File: src/rtl/midi_uart_rx.sv
`default_nettype none
// ============================================================================
// Module      : midi_uart_rx
// Description : MIDI input deserializer. 8N1 UART receiver (31250 baud at
//               CLKS_PER_BIT clocks per bit) for one synchronized MIDI line.
//               Holds one received byte behind a valid/ready handshake and
//               flags framing errors and overruns with one-cycle pulses.
// Ports       : clk        system clock, rising edge
//               rst        asynchronous, active-low reset
//               rx         synchronized MIDI line, idle high
//               rx_data    received byte, stable while rx_valid is high
//               rx_valid   byte available in output register
//               rx_ready   consumer accepts byte when rx_valid && rx_ready
//               frame_err  1-cycle pulse: stop bit sampled low
//               overrun    1-cycle pulse: good byte dropped, register full
//               busy       high whenever the receiver is not idle
// Revision    : 1.0 - initial release
// ============================================================================
module midi_uart_rx #(
  parameter int CLKS_PER_BIT = 384
) (
  input  logic       clk,
  input  logic       rst,
  input  logic       rx,
  output logic [7:0] rx_data,
  output logic       rx_valid,
  input  logic       rx_ready,
  output logic       frame_err,
  output logic       overrun,
  output logic       busy
);

  localparam int HALF = CLKS_PER_BIT / 2;
  localparam int CW   = $clog2(CLKS_PER_BIT);

  // The counter restarts at 0 on the cycle after each sample, so a sample
  // interval of N cycles ends when the counter reaches N-1.
  localparam logic [CW-1:0] CNT_HALF = CW'(HALF - 1);
  localparam logic [CW-1:0] CNT_LAST = CW'(CLKS_PER_BIT - 1);

  typedef enum logic [2:0] {
    S_IDLE  = 3'd0,
    S_START = 3'd1,
    S_DATA  = 3'd2,
    S_STOP  = 3'd3,
    S_BREAK = 3'd4
  } state_t;

  state_t        state, state_nxt;
  logic [CW-1:0] cnt, cnt_nxt;
  logic [2:0]    bit_idx, bit_idx_nxt;
  logic [7:0]    shift, shift_nxt;
  logic [7:0]    data_nxt;
  logic          valid_nxt;
  logic          ferr_nxt;
  logic          ovr_nxt;
  logic          pop;

  assign pop  = rx_valid && rx_ready;
  assign busy = (state != S_IDLE);

  always_ff @(posedge clk or negedge rst) begin
    if (!rst) begin
      state     <= S_IDLE;
      cnt       <= '0;
      bit_idx   <= '0;
      shift     <= '0;
      rx_data   <= 8'h00;
      rx_valid  <= 1'b0;
      frame_err <= 1'b0;
      overrun   <= 1'b0;
    end else begin
      state     <= state_nxt;
      cnt       <= cnt_nxt;
      bit_idx   <= bit_idx_nxt;
      shift     <= shift_nxt;
      rx_data   <= data_nxt;
      rx_valid  <= valid_nxt;
      frame_err <= ferr_nxt;
      overrun   <= ovr_nxt;
    end
  end

  always_comb begin
    state_nxt   = state;
    cnt_nxt     = cnt;
    bit_idx_nxt = bit_idx;
    shift_nxt   = shift;
    data_nxt    = rx_data;
    valid_nxt   = rx_valid && !rx_ready;
    ferr_nxt    = 1'b0;
    ovr_nxt     = 1'b0;

    case (state)
      S_IDLE: begin
        if (!rx) begin
          state_nxt = S_START;
          cnt_nxt   = '0;
        end
      end

      S_START: begin
        if (cnt == CNT_HALF) begin
          cnt_nxt     = '0;
          bit_idx_nxt = '0;
          // A start bit that is already high again at mid-bit was a glitch.
          state_nxt   = rx ? S_IDLE : S_DATA;
        end else begin
          cnt_nxt = cnt + CW'(1);
        end
      end

      S_DATA: begin
        if (cnt == CNT_LAST) begin
          cnt_nxt   = '0;
          shift_nxt = {rx, shift[7:1]};  // LSB arrives first
          if (bit_idx == 3'd7) begin
            state_nxt = S_STOP;
          end else begin
            bit_idx_nxt = bit_idx + 3'd1;
          end
        end else begin
          cnt_nxt = cnt + CW'(1);
        end
      end

      S_STOP: begin
        if (cnt == CNT_LAST) begin
          cnt_nxt = '0;
          if (rx) begin
            // Leaving at mid-stop keeps half a bit of resync margin.
            state_nxt = S_IDLE;
            if (!rx_valid || pop) begin
              data_nxt  = shift;
              valid_nxt = 1'b1;
            end else begin
              ovr_nxt = 1'b1;
            end
          end else begin
            ferr_nxt  = 1'b1;
            state_nxt = S_BREAK;
          end
        end else begin
          cnt_nxt = cnt + CW'(1);
        end
      end

      S_BREAK: begin
        // Line held low (break or misframe): wait for idle before rearming.
        if (rx) begin
          state_nxt = S_IDLE;
        end
      end

      default: begin
        state_nxt = S_IDLE;
        cnt_nxt   = '0;
      end
    endcase
  end

endmodule
`default_nettype wire

File: config.mk
export PLATFORM = sky130hd
export DESIGN_NAME = midi_uart_rx
export DESIGN_NICKNAME = d
export VERILOG_FILES = /design/src/rtl/midi_uart_rx.sv
export SDC_FILE = /design/constraint.sdc
export NUM_CORES = 1
export LEC_CHECK = 0
export BUFFER_PORTS_ARGS = -buffer_cell sky130_fd_sc_hd__clkbuf_2
export CAP_MARGIN = 25
export CORE_MARGIN = 2
export CORE_UTILIZATION = 47
export DETAILED_ROUTE_END_ITERATION = 7
export GPL_TIMING_DRIVEN = 1
export PLACE_DENSITY = 0.67
export REMOVE_ABC_BUFFERS = 1
export SLEW_MARGIN = 20
export SYNTH_ARGS = -nofsm -noshare
export SYNTH_HDL_FRONTEND = slang
export SYNTH_SLANG_ARGS = --single-unit
File: constraint.sdc
create_clock -name clk -period 1.74 [get_ports clk]
set_input_delay 0.174 -clock clk [delete_from_list [all_inputs] [get_ports clk]]
set_output_delay 0.174 -clock clk [all_outputs]
set_load 0.01 [all_outputs]
# After elaboration in Yosys (flattened, before gate mapping)
# Cells that the tools add are included.
[word_totals]
ff_bits = 34
inputBits = 4
word_cells = 67
[op_classes]
add_sub_neg = 2
n_eq_ne = 14
n_mux = 28
n_bitwise = 1
n_reduce_logical = 14
[ops]
columns = ["cell", "count"]
rows = [
  ["case mux 9 bit (4 select lines)", 1],
  ["2-to-1 mux 3 bit", 10],
  ["2-to-1 mux 9 bit", 3],
  ["case mux 3 bit (5 select lines)", 1],
  ["inequality test 2 bit, second input constant", 7],
  ["2-to-1 mux 1 bit", 11],
  ["adder 9 x 1 -> 9 bit, second input constant", 1],
  ["equality test 9 x 8 -> 1 bit, second input constant", 1],
  ["equality test 9 bit, second input constant", 1],
  ["AND reduction 4 bit", 2],
  ["equality test 3 x 2 -> 1 bit, second input constant", 2],
  ["equality test 3 bit, second input constant", 2],
  ["case mux 3 bit (2 select lines)", 1],
  ["AND reduction 6 bit", 1],
  ["AND reduction 2 bit", 2],
  ["adder 3 x 1 -> 3 bit, second input constant", 1],
  ["equality test 3 x 1 -> 1 bit, second input constant", 1],
  ["zero test 3 bit", 1],
  ["nonzero test 3 bit", 1],
  ["logical AND 1 bit", 2],
  ["zero test 1 bit", 2],
  ["2-to-1 mux 2 bit", 1],
  ["nonzero test 2 bit", 1],
  ["OR reduction 2 bit", 1],
  ["other kinds (2)", 2],
]

# Longest topological paths before layout
[depth]
depth_word = 6
mapped_depth = 6
ltp_nobuf = 6

# Worst setup path before layout
# Ideal clock, no wire load.
[synth_path]
path_kind = "register to register"
from = "reg cnt[0]"
to = "reg shift[7]"
setup_ps = 128
arrival_ps = 1550
slack_ps = 63
path_stages_with_launch = 7
path_cell_list = "dfrtp_1 ha_1 nand2_1 nor2_2 and3_1 buf_2 mux2_1"
[synth_via]
elab_chain_cells = 2
[synth_rtl]
columns = ["element", "line_no", "text"]
rows = [
  ["start: declaration", "50", "logic [CW-1:0] cnt, cnt_nxt;"],
  ["start signal: assignment", "74", "cnt <= cnt_nxt;"],
  ["equality test 9 bit", "114", "if (cnt == CNT_LAST) begin"],
  ["AND reduction 2 bit (no line)", "--", ""],
  ["end signal: assignment", "76", "shift <= shift_nxt;"],
  ["end: declaration", "52", "logic [7:0] shift, shift_nxt;"],
]
# No other way between the ends.
# A chain may end at the register's enable or synchronous reset.

# Worst setup path in the final report
[layout_path]
from = "reg cnt[6]"
to = "reg cnt[7]"
[layout_via]
elab_chain_cells = 3
[layout_rtl]
columns = ["element", "line_no", "text"]
rows = [
  ["adder 9 x 1 -> 9 bit, or another cell as far along", "109, 123, 144", ""],
  ["2-to-1 mux 9 bit (on tied branches)", "114, 128, 103", ""],
  ["case mux 9 bit (4 select lines) *", "94", "case (state)"],
]
# Mark *: on every way between the ends. The rest lies on a longest branch, timed or not.

==> out/results.ini <==
[finish]
areaGrowthSynthToFinish_pct=24.5
regArea_sq_um=855
nFillCells=284
drive_above_1_share_pct=37.7
nets=198
multi_input_area_sq_um=880
final_cells=237
num_antenna_cells=0

[power]
powerDensity_nw_per_um2=847
peakVddDrop_mv=0.864
p_leak_uw=0.00105

[timing]
max_freq_mhz=580
worstMarginPinSlew_ns=0.505
finalCritPeriodShare_pct=99.0
slew_violations=0
final-hold-violation-count=0
layout_min_cycle_time_ns=1.72
setup_violations=0
skew_ns=0.00900
rsz0062_at_grt=true
slew-limit-headroom_pct=66.3
fin_ws_ns=0.0172

[floorplanning]
num_rows=21
dieArea_sq_um=4140
pin_count=16
initial_core_util_pct=50.0
die_w_um=64.3
die_h_um=64.3
coreArea_sq_um=3420

[route]
vias=1305
detail-route-antenna-nets=0
drc=0
drt-initial-drc-count=52
wl_um=3550
dr.pass1.iters=4
drt-vias-per-instance=5.51
wl_per_cell_um=15.0

[critical_path]
crit_family=simple AND/OR/NAND/NOR gates
cp.required_ns=1.97
cp_num_buf_inv=0
end_kind=flip-flop
worstSetupStartpointType=flip-flop
cp_slowest_cell=or3b_4
cp_slowest_stage_delay_ns=0.47
cp.arrival_ns=1.95
path_cells=or3b_4 -> o31ai_4 -> nand2_2 -> a221o_1
cp_max_fo=6
crit_type=reg -> reg

[global_route]
grt_pass1_vias=1248
grt_overflow_total=0
grt_pass1_wl_um=5890
grt_max_degree=21
antenna_found_initial=0
grt_use_total_pct=18.8

[place]
place_ws_ns=0.00709
hpwl_um=2570
portBuffers=15
gp_congestion=0.854
dp.cells=226

[clock_tree]
numClockSinks=34
clkTransAtPathRegs_ns=0.11
clkLatencyLatePin_ns=0.34
htree_levels=2
cts_root_buf=clkbuf_4
numCtsBuffers=5
clockBufferDepth=2
cts_tree=built

[yosys]
synth.top_cell.area_share_pct=49.8
yosysMostFrequentCell=dfrtp_1
ys_seq_area_share_pct=49.8
netlist_area_sq_um=1710
synth_top_cell_by_area=dfrtp_1
synth_common_cells=34 x dfrtp_1, 17 x nand2_1, 16 x mux2_1, 8 x a21oi_1, 6 x nor2_1
synth_cell_types=45
synth_enable_flop_cells=0
synthArstFlopShare_pct=100
yosysWarnings=0
syn_avg_cell_area_sq_um=11.2
synth.ff_latch_count=34
syn_inst=152
yosys-top-cells-area=dfrtp_1 50%, mux2_1 11%, nand2_1 3.7%
synth_flop_cell=dfrtp_1

[run]
drv_cap=0

[run_status]
status=complete, no violations

[hold_path]
hp-class=in -> reg

==> through the flow <==
stage | hold WS, ns | util, % | power, uW | setup TNS, ns | instance area (sq um)
2_1_floorplan | -0.122 | - | 1050 | 0 | 1690
3_3_place_gp | 0.159 | 57.2 | 1170 | 0 | 1950
3_5_place_dp | 0.174 | 57.2 | 1180 | 0 | 1950
4_1_cts | 0.101 | 60.0 | 1780 | 0 | 2050
5_1_grt | 0.116 | 62.3 | 1890 | -0.121 | 2130
6_report | 0.116 | 62.3 | 1800 | 0 | 2130
==> worst paths after layout <==
check	from	end	slack, ns	cells after the start
min in group asynchronous	rst	state[2]	0.32	2
worst max-delay path	cnt[6]	cnt[7]	0.02	4
max in group asynchronous	rst	shift[4]	0.89	3
worst max register to register	cnt[6]	cnt[7]	0.02	4
worst min-delay path	rx	state[2]	0.12	2
worst min register to register	shift[0]	shift[0]	0.50	1
==> metal layers <==
| metal | GRT usage (%) | routed length, um | vias to the layer above |
|---|---|---|---|
| met5 | 0 | 0 | - |
| met4 | 7.18 | 55 | 0 |
| met3 | 5.28 | 113 | 6 |
| met2 | 28.4 | 1650 | 18 |
| met1 | 25.8 | 1730 | 649 |
| li1 | - | - | 632 |
==> cells by family (layout without fill, tap and decap cells) <==
group / count (synthesis) / after routing / share of synthesized area [%]
mux: 21 / 21 / 13.8
fa+ha+maj: 3 / 3 / 2.20
xor+xnor: 1 / 1 / 0.513
buf+inv: 8 / 47 / 1.98
compound gates: 28 / 28 / 11.6
flops: 34 / 34 / 49.8
simple gates: 57 / 57 / 20.1
==> where the power goes <==
part           switching (uW)  internal [uW]  leakage [uW]
clock network             266            334     0.0000443
logic                     145            158      0.000546
registers                62.1            835      0.000462
==> layout make-up <==
class	instances	share of cell area, %
multi-input cells	110	41.4
inverters	3	0.529
clock buffers	6	2.41
well taps	46	2.71
flip-flops and latches	34	40.2
clock inverters	1	1.41
repair buffers	37	11.4
==> cells in the final DEF (no fill, tap or decap), drive strengths merged, types with 2 or more instances in the layout <==
| cell type | synthesis | final |
|---|---|---|
| o31ai | 3 | 3 |
| mux2 | 17 | 17 |
| and3 | 3 | 3 |
| nor2 | 7 | 7 |
| a211oi | 3 | 3 |
| nor2b | 3 | 3 |
| dfrtp | 34 | 34 |
| a21oi | 8 | 8 |
| o21ai | 5 | 5 |
| nand2 | 17 | 17 |
| buf | 3 | 21 |
| nand4 | 2 | 2 |
| mux2i | 4 | 4 |
| nor3 | 5 | 5 |
| nor4 | 2 | 2 |
| o22ai | 2 | 2 |
| ha | 3 | 3 |
| a221o | 2 | 2 |
| clkbuf | 2 | 21 |
| nand3 | 5 | 5 |
| and2 | 2 | 2 |
| nand2b | 2 | 2 |
| inv | 3 | 3 |
==> registers in the layout, summed over array words and instances (netlist names) <==
register	flops
frame_err	1
cnt	9
rx_data	8
rx_valid	1
bit_idx	3
shift	8
state	3
overrun	1
==> repair_timing <==
action / 4_1_cts / 5_1_grt
cloned: 0 / 0
hold endpoints to repair: 18 / 0
buffers inserted: 0 / 3
setup endpoints to repair: 5 / 13
gates resized for setup: 3 / 17
pin swaps: 0 / 3
hold buffers: 1 / 0
Power figures use the tool's default switching activity.
